$ cat src/rtl/gpo_led_pwm_dimmer_pkg.sv
// Shared definitions for the green-LED PWM dimmer: register map,
// CTRL bit layout and a small bus-decode helper.
package gpo_led_pwm_dimmer_pkg;

    // Register word addresses on the Avalon-MM slave
    localparam logic [2:0] ADDR_CTRL   = 3'd0;
    localparam logic [2:0] ADDR_PRESC  = 3'd1;
    localparam logic [2:0] ADDR_DUTY   = 3'd2;
    localparam logic [2:0] ADDR_BLINK  = 3'd3;
    localparam logic [2:0] ADDR_STATUS = 3'd4;

    // CTRL bit positions
    localparam int CTRL_EN_BIT       = 0;
    localparam int CTRL_BLINK_EN_BIT = 1;
    localparam int CTRL_W            = 2;

    // Width of the blink half-period register (in frames)
    localparam int BLINK_BITS = 16;

    // Position of pwm_cnt inside STATUS
    localparam int STATUS_PWM_LSB = 8;

    // CTRL register image; field order matches the bit positions above
    typedef struct packed {
        logic blink_en;
        logic en;
    } ctrl_t;

    // Avalon write strobe: selected and write_n low
    function automatic logic is_write(input logic cs, input logic wr_n);
        return cs & ~wr_n;
    endfunction

endpackage

$ cat src/rtl/gpo_led_pwm_dimmer_if.sv
// Avalon-MM slave bus of the LED dimmer (3-bit word address, 32-bit data,
// zero-wait-state combinational read).
interface gpo_led_pwm_dimmer_if;
    logic [2:0]  address;
    logic        chipselect;
    logic        write_n;
    logic [31:0] writedata;
    logic [31:0] readdata;

    modport master (
        output address,
        output chipselect,
        output write_n,
        output writedata,
        input  readdata
    );

    modport slave (
        input  address,
        input  chipselect,
        input  write_n,
        input  writedata,
        output readdata
    );
endinterface

$ cat src/rtl/gpo_led_pwm_dimmer_pwm_tick_gen.sv
// Prescaler plus PWM frame counter. While run is low both counters are
// held at zero so that enabling always begins a fresh frame.
module gpo_led_pwm_dimmer_pwm_tick_gen #(
    parameter int PWM_BITS   = 8,
    parameter int PRESC_BITS = 16
) (
    input  logic                  clk,
    input  logic                  reset,
    input  logic                  run,
    input  logic [PRESC_BITS-1:0] presc,
    output logic                  tick,
    output logic [PWM_BITS-1:0]   pwm_cnt,
    output logic                  frame_end
);

    localparam logic [PWM_BITS-1:0] PWM_MAX = '1;

    logic [PRESC_BITS-1:0] presc_cnt_reg;
    logic [PWM_BITS-1:0]   pwm_cnt_reg;

    // Tick when the prescaler has reached (or overshot) the divider; the >=
    // makes a divider shrunk below the running count fire on the next cycle.
    always_comb begin
        tick      = run && (presc_cnt_reg >= presc);
        frame_end = tick && (pwm_cnt_reg == PWM_MAX);
    end

    // Prescaler: free-running count, cleared on every tick
    always_ff @(posedge clk or posedge reset) begin
        if (reset) begin
            presc_cnt_reg <= '0;
        end else if (!run || tick) begin
            presc_cnt_reg <= '0;
        end else begin
            presc_cnt_reg <= presc_cnt_reg + 1'b1;
        end
    end

    // PWM position within the frame, wrapping max -> 0 on the frame_end tick
    always_ff @(posedge clk or posedge reset) begin
        if (reset) begin
            pwm_cnt_reg <= '0;
        end else if (!run) begin
            pwm_cnt_reg <= '0;
        end else if (tick) begin
            pwm_cnt_reg <= pwm_cnt_reg + 1'b1;
        end
    end

    assign pwm_cnt = pwm_cnt_reg;

endmodule

$ cat src/rtl/gpo_led_pwm_dimmer.sv
// Green-LED output stage: takes the GPO LED vector and drives the pins with
// global PWM brightness and optional blinking, or a plain registered copy
// of the GPO vector when disabled.
module gpo_led_pwm_dimmer
    import gpo_led_pwm_dimmer_pkg::*;
#(
    parameter int N_LEDS     = 8,
    parameter int PWM_BITS   = 8,
    parameter int PRESC_BITS = 16
) (
    input  logic                   clk,
    input  logic                   reset,
    gpo_led_pwm_dimmer_if.slave    bus,
    input  logic [N_LEDS-1:0]      gpo_in,
    output logic [N_LEDS-1:0]      led_out
);

    localparam logic [PWM_BITS-1:0] DUTY_MAX = '1;

    // Register file
    ctrl_t                  ctrl_reg;
    logic [PRESC_BITS-1:0]  presc_reg;
    logic [PWM_BITS-1:0]    duty_reg;
    logic [BLINK_BITS-1:0]  blink_reg;

    // Frame shadows
    logic [N_LEDS-1:0]      gpo_q_reg;
    logic [PWM_BITS-1:0]    duty_q_reg;

    // Blink state
    logic [BLINK_BITS-1:0]  blink_cnt_reg;
    logic                   blink_phase_reg;
    logic                   blink_active;
    logic                   blink_phase;

    // Timing from the tick generator
    logic                   tick;
    logic [PWM_BITS-1:0]    pwm_cnt;
    logic                   frame_end;

    logic                   wr_en;
    logic                   pwm_on;
    logic                   lit;
    logic [N_LEDS-1:0]      led_next;
    logic [N_LEDS-1:0]      led_reg;
    logic [31:0]            readdata_next;

    // Only the low bits of writedata reach a register; fold the rest away
    logic                   unused_wdata;
    logic                   unused_tick;
    assign unused_wdata = ^bus.writedata;
    assign unused_tick  = tick;

    assign wr_en = is_write(bus.chipselect, bus.write_n);

    // Register writes; STATUS and addresses 5-7 have no writable state
    always_ff @(posedge clk or posedge reset) begin
        if (reset) begin
            ctrl_reg  <= '0;
            presc_reg <= '0;
            duty_reg  <= DUTY_MAX;
            blink_reg <= '0;
        end else if (wr_en) begin
            case (bus.address)
                ADDR_CTRL:  ctrl_reg  <= ctrl_t'(bus.writedata[CTRL_W-1:0]);
                ADDR_PRESC: presc_reg <= bus.writedata[PRESC_BITS-1:0];
                ADDR_DUTY:  duty_reg  <= bus.writedata[PWM_BITS-1:0];
                ADDR_BLINK: blink_reg <= bus.writedata[BLINK_BITS-1:0];
                default: ;
            endcase
        end
    end

    gpo_led_pwm_dimmer_pwm_tick_gen #(
        .PWM_BITS   (PWM_BITS),
        .PRESC_BITS (PRESC_BITS)
    ) u_pwm_tick_gen (
        .clk       (clk),
        .reset     (reset),
        .run       (ctrl_reg.en),
        .presc     (presc_reg),
        .tick      (tick),
        .pwm_cnt   (pwm_cnt),
        .frame_end (frame_end)
    );

    // Shadows follow the live values while disabled and are only refreshed
    // at frame boundaries while enabled, so a frame never changes mid-way.
    // A write landing on the boundary edge is seen next frame, since the
    // register still holds its old value at that edge.
    always_ff @(posedge clk or posedge reset) begin
        if (reset) begin
            gpo_q_reg  <= '0;
            duty_q_reg <= DUTY_MAX;
        end else if (!ctrl_reg.en || frame_end) begin
            gpo_q_reg  <= gpo_in;
            duty_q_reg <= duty_reg;
        end
    end

    // Blinking runs only when enabled, blink-enabled and given a period
    assign blink_active = ctrl_reg.en & ctrl_reg.blink_en & (blink_reg != '0);

    // Count frames and toggle the phase every BLINK frames; >= rather than ==
    // so a period shortened below the running count still wraps promptly.
    always_ff @(posedge clk or posedge reset) begin
        if (reset) begin
            blink_cnt_reg   <= '0;
            blink_phase_reg <= 1'b1;
        end else if (!blink_active) begin
            blink_cnt_reg   <= '0;
            blink_phase_reg <= 1'b1;
        end else if (frame_end) begin
            if (blink_cnt_reg >= blink_reg - 1'b1) begin
                blink_cnt_reg   <= '0;
                blink_phase_reg <= ~blink_phase_reg;
            end else begin
                blink_cnt_reg   <= blink_cnt_reg + 1'b1;
            end
        end
    end

    // Disabling blink forces the lit phase straight away, not one frame later
    assign blink_phase = blink_active ? blink_phase_reg : 1'b1;

    // Duty max is a solid on; otherwise on for the first duty_q ticks
    assign pwm_on = (duty_q_reg == DUTY_MAX) | (pwm_cnt < duty_q_reg);
    assign lit    = pwm_on & blink_phase;

    // Per-LED next value: gated shadow when enabled, raw GPO when disabled
    genvar gi;
    generate
        for (gi = 0; gi < N_LEDS; gi++) begin : g_led
            assign led_next[gi] = ctrl_reg.en ? (gpo_q_reg[gi] & lit) : gpo_in[gi];
        end
    endgenerate

    // Single output register; no combinational path from gpo_in to the pins
    always_ff @(posedge clk or posedge reset) begin
        if (reset) begin
            led_reg <= '0;
        end else begin
            led_reg <= led_next;
        end
    end

    assign led_out = led_reg;

    // Zero-wait-state read mux, unused bits read as zero
    always_comb begin
        readdata_next = '0;
        case (bus.address)
            ADDR_CTRL:   readdata_next[CTRL_W-1:0]     = ctrl_reg;
            ADDR_PRESC:  readdata_next[PRESC_BITS-1:0] = presc_reg;
            ADDR_DUTY:   readdata_next[PWM_BITS-1:0]   = duty_reg;
            ADDR_BLINK:  readdata_next[BLINK_BITS-1:0] = blink_reg;
            ADDR_STATUS: begin
                readdata_next[0] = blink_phase;
                readdata_next[STATUS_PWM_LSB +: PWM_BITS] = pwm_cnt;
            end
            default: ;
        endcase
    end

    assign bus.readdata = readdata_next;

endmodule
$ cat src/flat_wrapper.sv
// flat-port wrapper written by rule: the top's interface ports become plain ports
module gpo_led_pwm_dimmer_flat import gpo_led_pwm_dimmer_pkg::*;
#(
    parameter int N_LEDS     = 8,
    parameter int PWM_BITS   = 8,
    parameter int PRESC_BITS = 16
)
  (clk, reset, gpo_in, led_out, bus_address, bus_chipselect, bus_write_n, bus_writedata, bus_readdata);
  gpo_led_pwm_dimmer_if bus_i ();
  input  logic clk;
  input  logic reset;
  input  logic [N_LEDS-1:0] gpo_in;
  output logic [N_LEDS-1:0] led_out;
  input wire logic [$bits(bus_i.address)-1:0] bus_address;
  input wire logic [$bits(bus_i.chipselect)-1:0] bus_chipselect;
  input wire logic [$bits(bus_i.write_n)-1:0] bus_write_n;
  input wire logic [$bits(bus_i.writedata)-1:0] bus_writedata;
  output wire logic [$bits(bus_i.readdata)-1:0] bus_readdata;
  assign bus_i.address = bus_address;
  assign bus_i.chipselect = bus_chipselect;
  assign bus_i.write_n = bus_write_n;
  assign bus_i.writedata = bus_writedata;
  assign bus_readdata = bus_i.readdata;
  gpo_led_pwm_dimmer #(.N_LEDS(N_LEDS), .PWM_BITS(PWM_BITS), .PRESC_BITS(PRESC_BITS)) u_core (.clk(clk), .reset(reset), .bus(bus_i), .gpo_in(gpo_in), .led_out(led_out));
endmodule
$ cat config.mk
export PLATFORM = sky130hd
export DESIGN_NAME = gpo_led_pwm_dimmer_flat
export DESIGN_NICKNAME = d
export VERILOG_FILES = /design/src/rtl/gpo_led_pwm_dimmer_pkg.sv /design/src/rtl/gpo_led_pwm_dimmer_if.sv /design/src/rtl/gpo_led_pwm_dimmer_pwm_tick_gen.sv /design/src/rtl/gpo_led_pwm_dimmer.sv /design/src/flat_wrapper.sv
export SDC_FILE = /design/constraint.sdc
export NUM_CORES = 1
export LEC_CHECK = 0
export CORE_ASPECT_RATIO = 2
export CORE_UTILIZATION = 60
export DETAILED_ROUTE_END_ITERATION = 10
export PLACE_DENSITY = 0.86
export SYNTH_ARGS = -nofsm -noshare
export SYNTH_HDL_FRONTEND = slang
export SYNTH_SLANG_ARGS = --single-unit
export TNS_END_PERCENT = 30
$ cat constraint.sdc
create_clock -name clk -period 5.9 [get_ports clk]
set_input_delay 1.77 -clock clk [delete_from_list [all_inputs] [get_ports clk]]
set_output_delay 1.77 -clock clk [all_outputs]
set_load 0.01 [all_outputs]
* After elaboration in Yosys (flattened, before gate mapping)
Cells that the tools add are included.
** Word-level totals
- Bits in registers :: 107
- Input port bits :: 47
- Output and inout port bits :: 40
** Operators by class
- Add/subtract/negate cells :: 4
- Magnitude comparators :: 3
- Equal/unequal tests :: 9
- Multiplexer cells :: 22
- Bitwise logic cells :: 15
- Reductions and logical operators :: 12
** Operators with widths (count)
- 2-to-1 mux 16 bit :: 4
- adder 16 x 1 -> 16 bit, second input constant :: 2
- greater-or-equal comparator 16 bit :: 2
- case mux 8 bit (3 select lines) :: 1
- case mux 6 bit (3 select lines) :: 1
- equality test 8 bit, second input constant :: 2
- 2-to-1 mux 8 bit :: 2
- nonzero test 16 bit :: 1
- subtractor 16 x 1 -> 16 bit, second input constant :: 1
- AND 1 bit :: 12
- 2-to-1 mux 1 bit :: 12
- AND reduction 2 bit :: 5
- adder 8 x 1 -> 8 bit, second input constant :: 1
- less-than comparator 8 bit :: 1
- equality test 3 x 2 -> 1 bit, second input constant :: 2
- != test 2 bit, second input constant :: 3
- case mux 1 bit (5 select lines) :: 1
- case mux 1 bit (4 select lines) :: 1
- equality test 3 x 1 -> 1 bit, second input constant :: 1
- equality test 3 bit, second input constant :: 1
- logical NOT 3 bit :: 1
- logical AND 1 bit :: 2
- logical OR 1 bit :: 2
- NOT 1 bit :: 2
- other kinds (2) :: 2

* Longest topological paths before layout
Gate-level depths: netlist of run 1.
- Depth in word-level cells :: 6
- Depth in mapped cells :: 15
- Mapped depth without buffers :: 13

* Modules after synthesis
A second synthesis of run 1 with hierarchy kept.
** Second synthesis, totals
- Cells, all modules :: 634
- Area total of the unflattened synthesis :: 6348.6 µm²
** By module, submodules not included
- gpo_led_pwm_dimmer :: times used 1, cells an instance 464, area an instance 4769.6 µm², sequential area each 2098.3 µm²
- gpo_led_pwm_dimmer_pwm_tick_gen :: times used 1, cells an instance 170, area an instance 1579.0 µm², sequential area each 600.6 µm²

* Worst setup path after synthesis of run 1
No wires, ideal clock.
- Path kind :: input -> output
- Start :: in bus_address[1]
- End :: out bus_readdata[10]
- Arrival :: 2.876 ns
- Required time :: 4.130 ns
- Path slack :: 1.254 ns
- Stages :: 4
- Path buffers :: 2
- Cell sequence :: clkbuf_1 buf_1 mux2i_1 o21ai_0
** Between the ends
- Word-level cells in the longest chain between the ends :: 2
- Elaborated cells between the ends (all ways) :: 4
- Classes of those cells :: 3 x eq/ne; 1 x mux
** RTL lines
- from (decl) :: line flat_wrapper.sv:14 : input wire logic [$bits(bus_i.address)-1:0] bus_address;
- equality test 3 bit, or another cell as far along :: line gpo_led_pwm_dimmer.sv:152 : case (bus.address)
- case mux 8 bit (3 select lines) (*) :: line gpo_led_pwm_dimmer.sv:152
- to (decl) :: line flat_wrapper.sv:18 : output wire logic [$bits(bus_i.readdata)-1:0] bus_readdata;
Every way passes the cells marked *; elsewhere a longest branch is shown, timed or not.

* Worst setup path in the final report of run 1
Same ends and word-level chain as after synthesis.

==> results.ini, run 1 <==
[finish]
drive_gt1_frac=0.131
area_delta_synth_final_pct=13.7
nets=779
utilization=0.698
antennaDiodeCount=0

[timing]
rsz0062_at_grt=false
timing.final.crit_share=0.974
drv_slew=0
tightest_slew_ps=1190
period_needed_ps=5750
whs_ps=525
clock.fmax_ghz=0.174
setup_viol=0
hold_viol=0
relSlewSlack=0.203
skew_ps=10.4
finalSetupTns_ps=0

[die]
die_area_sq_mm=0.0112
die_x_um=75.2
fp-row-count=53
die_y_um=148
pin_count=87
core_area_sq_mm=0.0105
initial_utilization=0.614

[setup_path]
slowest_stage=clkdlybuf4s50_1
worstSetupPathType=input pin to output port
worstPathMaxFanout=10
cp-end-kind=output port
crit_path_start_kind=input pin
max_stage_delay_ps=720
crit_top_cell=clkdlybuf4s50_1
crit_chain=clkdlybuf4s50_1 -> buf_4 -> mux2i_1 -> o21ai_0 -> clkdlybuf4s50_1
critPathRequiredTime_ps=4130
crit_arrival_ps=3980

[synthesis]
synth_warnings=0
synth.avg_cell_area_sq_um=10.0
ys_ff_latch=107
synthFlopType=dfrtp_1
yosysUniqueCellTypes=64
synth_edf_count=0
yosysSeqAreaShare=0.420
yosysTopAreaCellShare=0.350
ys_top_cells_by_count=dfrtp_1, nand2_1, nor2_1
async_flop_share=1.00
yosysMostFrequentCell=dfrtp_1
synth_cells=642
yosysTopAreaCell=dfrtp_1
syn_area_sq_mm=0.00643
synth_area_leaders=dfrtp_1, ha_1, dfstp_2

[worst_hold_path]
hold_path.class=flop to flop

[global_route]
grt_pass1_vias=5304
grt_max_degree=81
grt_pass1_wl_mm=25.6
grt_overflow=0
track_usage=0.309
antenna_found_initial=0

[clock_network]
cts_resized=0
ctsHoldBuffers=0
post-cts-setup-buffers=0
cts-htree-levels=3
clk_latency_ps=360
cts_tree=yes
cts_buffer_depth=2
numCtsBuffers=9
cts_root_buffer=clkbuf_16
clkSinkCount=107
clk_pin_slew_ps=80

[detailed_routing]
drt_pass1_iterations=5
postRouteAntennaNets=0
drc=0
wl_per_cell_um=18.9
vias=5073
drtIter0Drc=381
totalWireLength_mm=15.7
avgViaCountPerCell=6.10

[outcome]
status=finished clean

[power]
leakagePower_nw=3.24
ir_worst_vdd_uv=228
powerDensity_mw_per_mm2=303

[place]
dp_hpwl_mm=11.5
port_buffers=54
gp_congestion=0.856

[run]
cap_violations=0

-- worst paths after layout --
| check | start | end | slack, ps | cells after the start |
|---|---|---|---|---|
| max reg2reg | u_core.blink_reg[2] | u_core.blink_cnt_reg[7] | 1750 | 11 |
| max in group asynchronous | reset | u_core.blink_phase_reg | 2910 | 3 |
| min | u_core.u_pwm_tick_gen.presc_cnt_reg[0] | u_core.u_pwm_tick_gen.presc_cnt_reg[0] | 520 | 1 |
| min reg2reg | u_core.u_pwm_tick_gen.presc_cnt_reg[0] | u_core.u_pwm_tick_gen.presc_cnt_reg[0] | 520 | 1 |
| min in group asynchronous | reset | u_core.blink_cnt_reg[14] | 1970 | 2 |
| max | bus_address[1] | bus_readdata[10] | 150 | 5 |
-- critical path: cells and delay by family --
kind,cells,cell delay (ps)
AO/OA/AOI/OAI,1,220
multiplexers,1,440
buffers and inverters,3,1550
-- stage by stage --
step	setup WS, ps	area, sq um	power (mW)	std cells
after floorplan	1250	6480	1.40	657
final	154	7310	2.21	831
after CTS	264	7310	2.21	831
after global placement	373	7010	1.55	815
after global routing	128	7310	2.32	831
after detailed placement	319	7010	1.60	815
-- placed cells by master, fill, tap and decap left out, types with 4 or more instances in the layout --
| master | instances |
|---|---|
| dfstp_2 | 17 |
| a22o_1 | 8 |
| and3_1 | 11 |
| nand2b_1 | 9 |
| mux2_1 | 6 |
| a22oi_1 | 7 |
| o211ai_1 | 5 |
| and4_1 | 4 |
| o2bb2ai_1 | 9 |
| clkbuf_16 | 9 |
| or3_1 | 4 |
| xor2_1 | 18 |
| clkdlybuf4s50_1 | 54 |
| and2_1 | 4 |
| nand2_1 | 61 |
| conb_1 | 16 |
| buf_4 | 6 |
| nor3_1 | 10 |
| nor2_1 | 56 |
| mux2_2 | 27 |
| ha_1 | 43 |
| dfrtp_1 | 90 |
| a21oi_1 | 14 |
| a21o_1 | 6 |
| nand4_1 | 8 |
| mux2_4 | 10 |
| xnor2_1 | 14 |
| a211oi_1 | 5 |
| inv_1 | 32 |
| nor2b_1 | 4 |
| mux2i_1 | 9 |
| o21ai_0 | 41 |
| nand3_1 | 30 |
-- power by group --
part / internal, mW / total [mW] / switching (mW) / leakage (nW)
Combinational: 0.290 / 0.606 / 0.316 / 1.75
Clock: 0.301 / 0.608 / 0.307 / 0.148
Sequential: 0.882 / 0.998 / 0.116 / 1.34
Total: 1.47 / 2.21 / 0.739 / 3.24
-- area by class of cell --
cell class / instances / area, sq um
clock buffers: 9 / 225
clock inverters: 7 / 78.8
well taps: 137 / 171
flip-flops and latches: 107 / 2700
multi-input cells: 477 / 3420
repair buffers: 60 / 586
fillers: 761 / 3170
inverters: 34 / 130
-- layer usage --
| layer | up-vias | routed length (um) | global-route usage |
|---|---|---|---|
| li1 | 2328 | - | - |
| met1 | 2490 | 5410 | 0.326 |
| met2 | 194 | 8750 | 0.550 |
| met3 | 61 | 631 | 0.0454 |
| met4 | 0 | 927 | 0.193 |
| met5 | - | 0 | 0 |
-- kinds of logic after synthesis --
kind of cell	after synthesis	synth area share
adders and majority gates	43	0.0837
xor gates and xnor gates	32	0.0436
DFF	107	0.420
and+or+nand+nor	219	0.174
buffers and inverters	73	0.0566
other	1	0.000583
AOI/OAI and AO/OA	113	0.119
muxes	54	0.102
Note: power is estimated with default switching activity, not from simulation.
==> inputs of run 2 (changes only) <==
--- a/config.mk
+++ b/config.mk
@@ -5,9 +5,11 @@
 export SDC_FILE = /design/constraint.sdc
 export NUM_CORES = 1
 export LEC_CHECK = 0
+export CAP_MARGIN = 20
 export CORE_ASPECT_RATIO = 2
 export CORE_UTILIZATION = 60
 export DETAILED_ROUTE_END_ITERATION = 10
+export GPL_TIMING_DRIVEN = 0
 export PLACE_DENSITY = 0.86
 export SYNTH_ARGS = -nofsm -noshare
 export SYNTH_HDL_FRONTEND = slang
==> results.ini, run 2 (synthesis results as in run 1) <==
[outcome]
status=finished clean

[die]
die_x_um=75.2  ; unchanged
die_y_um=148  ; unchanged
initial_utilization=0.614  ; unchanged
core_area_sq_mm=0.0105  ; unchanged
pin_count=87  ; unchanged
fp-row-count=53  ; unchanged
die_area_sq_mm=0.0112  ; unchanged

[timing]
timing.final.ws_setup_ps=156  ; +2.37 ps
drv_slew=0  ; unchanged
tightest_slew_ps=765  ; -423 ps
relSlewSlack=0.489  ; +0.286
skew_ps=15.8  ; +5.38 ps
whs_ps=522  ; -2.91 ps
rsz0062_at_grt=false
setup_viol=0  ; unchanged
hold_viol=0  ; unchanged
clock.fmax_ghz=0.174  ; about the same
finalSetupTns_ps=0  ; unchanged
timing.final.crit_share=0.973  ; about the same
period_needed_ps=5740  ; -2.37 ps

[setup_path]
worstSetupPathType=input pin to output port
crit_arrival_ps=3970  ; about the same
slowest_stage=clkdlybuf4s50_1
cp-end-kind=output port
crit_chain=clkdlybuf4s50_1 -> clkbuf_1 -> and2_1 -> clkbuf_1 -> nand2_1 -> o21ai_0 -> clkdlybuf4s50_1
r2r_setup_slack_ps=1960  ; +210 ps
reg2reg_depth=13  ; +2
crit_path_start_kind=input pin
cp.depth=7  ; +2
max_stage_delay_ps=610  ; -110 ps
worstPathMaxFanout=10  ; unchanged
critPathRequiredTime_ps=4130  ; about the same
critical_path_buf_inv_count=4  ; +1
cp_top_family=buffers and inverters

[global_route]
grt_overflow=0  ; unchanged
grt_pass1_vias=5309  ; +0.094%
antenna_found_initial=0  ; unchanged
grt_pass1_wl_mm=26.0  ; +1.3%
track_usage=0.315  ; +0.00602
grt_max_degree=70  ; -14%

[detailed_routing]
totalWireLength_mm=16.1  ; +2.7%
postRouteAntennaNets=0  ; unchanged
drtIter0Drc=450  ; +18%
wl_per_cell_um=18.7  ; -1.3%
drt_pass1_iterations=5  ; unchanged
vias=5235  ; +3.2%
drc=0  ; unchanged
avgViaCountPerCell=6.06  ; -0.75%

[power]
pwr-share-comb=0.282  ; +0.008
total_power_mw=2.24  ; +1.3%
p_seq_frac=0.443  ; -0.008
power.switching_uw=734  ; -0.75%
leakagePower_nw=3.36  ; +3.8%
power.internal_mw=1.51  ; +2.4%
powerDensity_mw_per_mm2=298  ; -1.5%
clkPwrFrac=0.275  ; about the same
swShare=0.327  ; -0.00684
ir_worst_vdd_uv=249  ; +9.3%

[finish]
nets=812  ; +4.2%
drive_gt1_frac=0.150  ; +0.0188
layout_commonest_cell=dfrtp_1
utilization=0.718  ; +0.0198
fin_area_sq_mm=0.00752  ; +2.8%
antennaDiodeCount=0  ; unchanged
layout_common_cells=dfrtp_1, nand2_1, nor2_1
fill_cells=761  ; unchanged
seqCellArea_sq_mm=0.00270  ; unchanged
multi_input_area_sq_mm=0.00342  ; unchanged
area_delta_synth_final_pct=17.0
stdcell_count=864  ; +4.0%

[worst_hold_path]
hold_depth=1  ; unchanged
hold_path.class=flop to flop

[place]
port_buffers=53  ; -1.9%
dp_hpwl_mm=12.2  ; +5.5%
gp_congestion=0.866  ; +1.2%
dp_cells=848  ; +4.0%
pre_cts_ws_ps=223  ; -96.3 ps
place_area_sq_mm=0.00722  ; +3.0%

[clock_network]
cts-htree-levels=3  ; unchanged
ctsHoldBuffers=0  ; unchanged
clk_latency_ps=360  ; about the same
post-cts-setup-buffers=0  ; unchanged
cts_tree=yes
clkSinkCount=107  ; unchanged
cts_buffer_depth=2  ; unchanged
numCtsBuffers=9  ; unchanged
cts_root_buffer=clkbuf_16
clk_pin_slew_ps=70  ; about the same

[run]
cap_violations=0  ; unchanged

[run 2: layout make-up]
type                            instances  share of cell area
Clock buffer                           10              0.0333
Clock inverter                          6             0.00682
Multi-Input combinational cell        477               0.455
Tap cell                              137              0.0228
Sequential cell                       107               0.359
Buffer                                 39              0.0316
Timing Repair Buffer                   54              0.0742
Inverter                               34              0.0173
[run 2: repair_timing]
item | CTS | global route
setup endpoints to repair | 0 | 3
resized for setup | 0 | 1
endpoints found under the hold margin | 0 | 0
[run 2: power groups by stage]
stage               sequential (mW)  combinational [mW]  clock [mW]
finish                        0.992               0.633       0.617
global route                   1.00               0.690       0.647
CTS                           0.989               0.629       0.616
detailed placement             1.00               0.617           0
global placement              0.992               0.580           0
floorplan                     0.974               0.421           0
[run 2: worst reg2reg max path, cell delays in order, from the launching register on]
cell and delay (ps):
dfrtp_1 390, buf_6 150, nor4_4 390, nand2_1 160, nor3_1 360, nand2_1 110, xor2_1 200, ha_1 270
a211oi_1 230, nor2_1 80, a211oi_1 460, o31ai_2 270, nor3_1 560, a22o_1 240
[run 2: path summary, 6_finish.rpt]
path	to	startpoint
hold / removal	u_core.gpo_q_reg[3]	u_core.gpo_q_reg[3]
setup reg to reg	u_core.blink_cnt_reg[14]	u_core.blink_reg[2]
min in group asynchronous	u_core.blink_cnt_reg[13]	reset
hold reg to reg	u_core.gpo_q_reg[3]	u_core.gpo_q_reg[3]
max in group asynchronous	u_core.duty_q_reg[0]	reset
setup / recovery	bus_readdata[9]	bus_address[2]
[run 2: routing by layer]
layer	routed length [um]	GRT usage	up-vias	share of wire
li1	-	-	2405	-
met5	0	0	-	0
met1	5520	0.331	2566	0.34
met2	8800	0.544	190	0.55
met4	1120	0.213	0	0.069
met3	699	0.0617	74	0.043
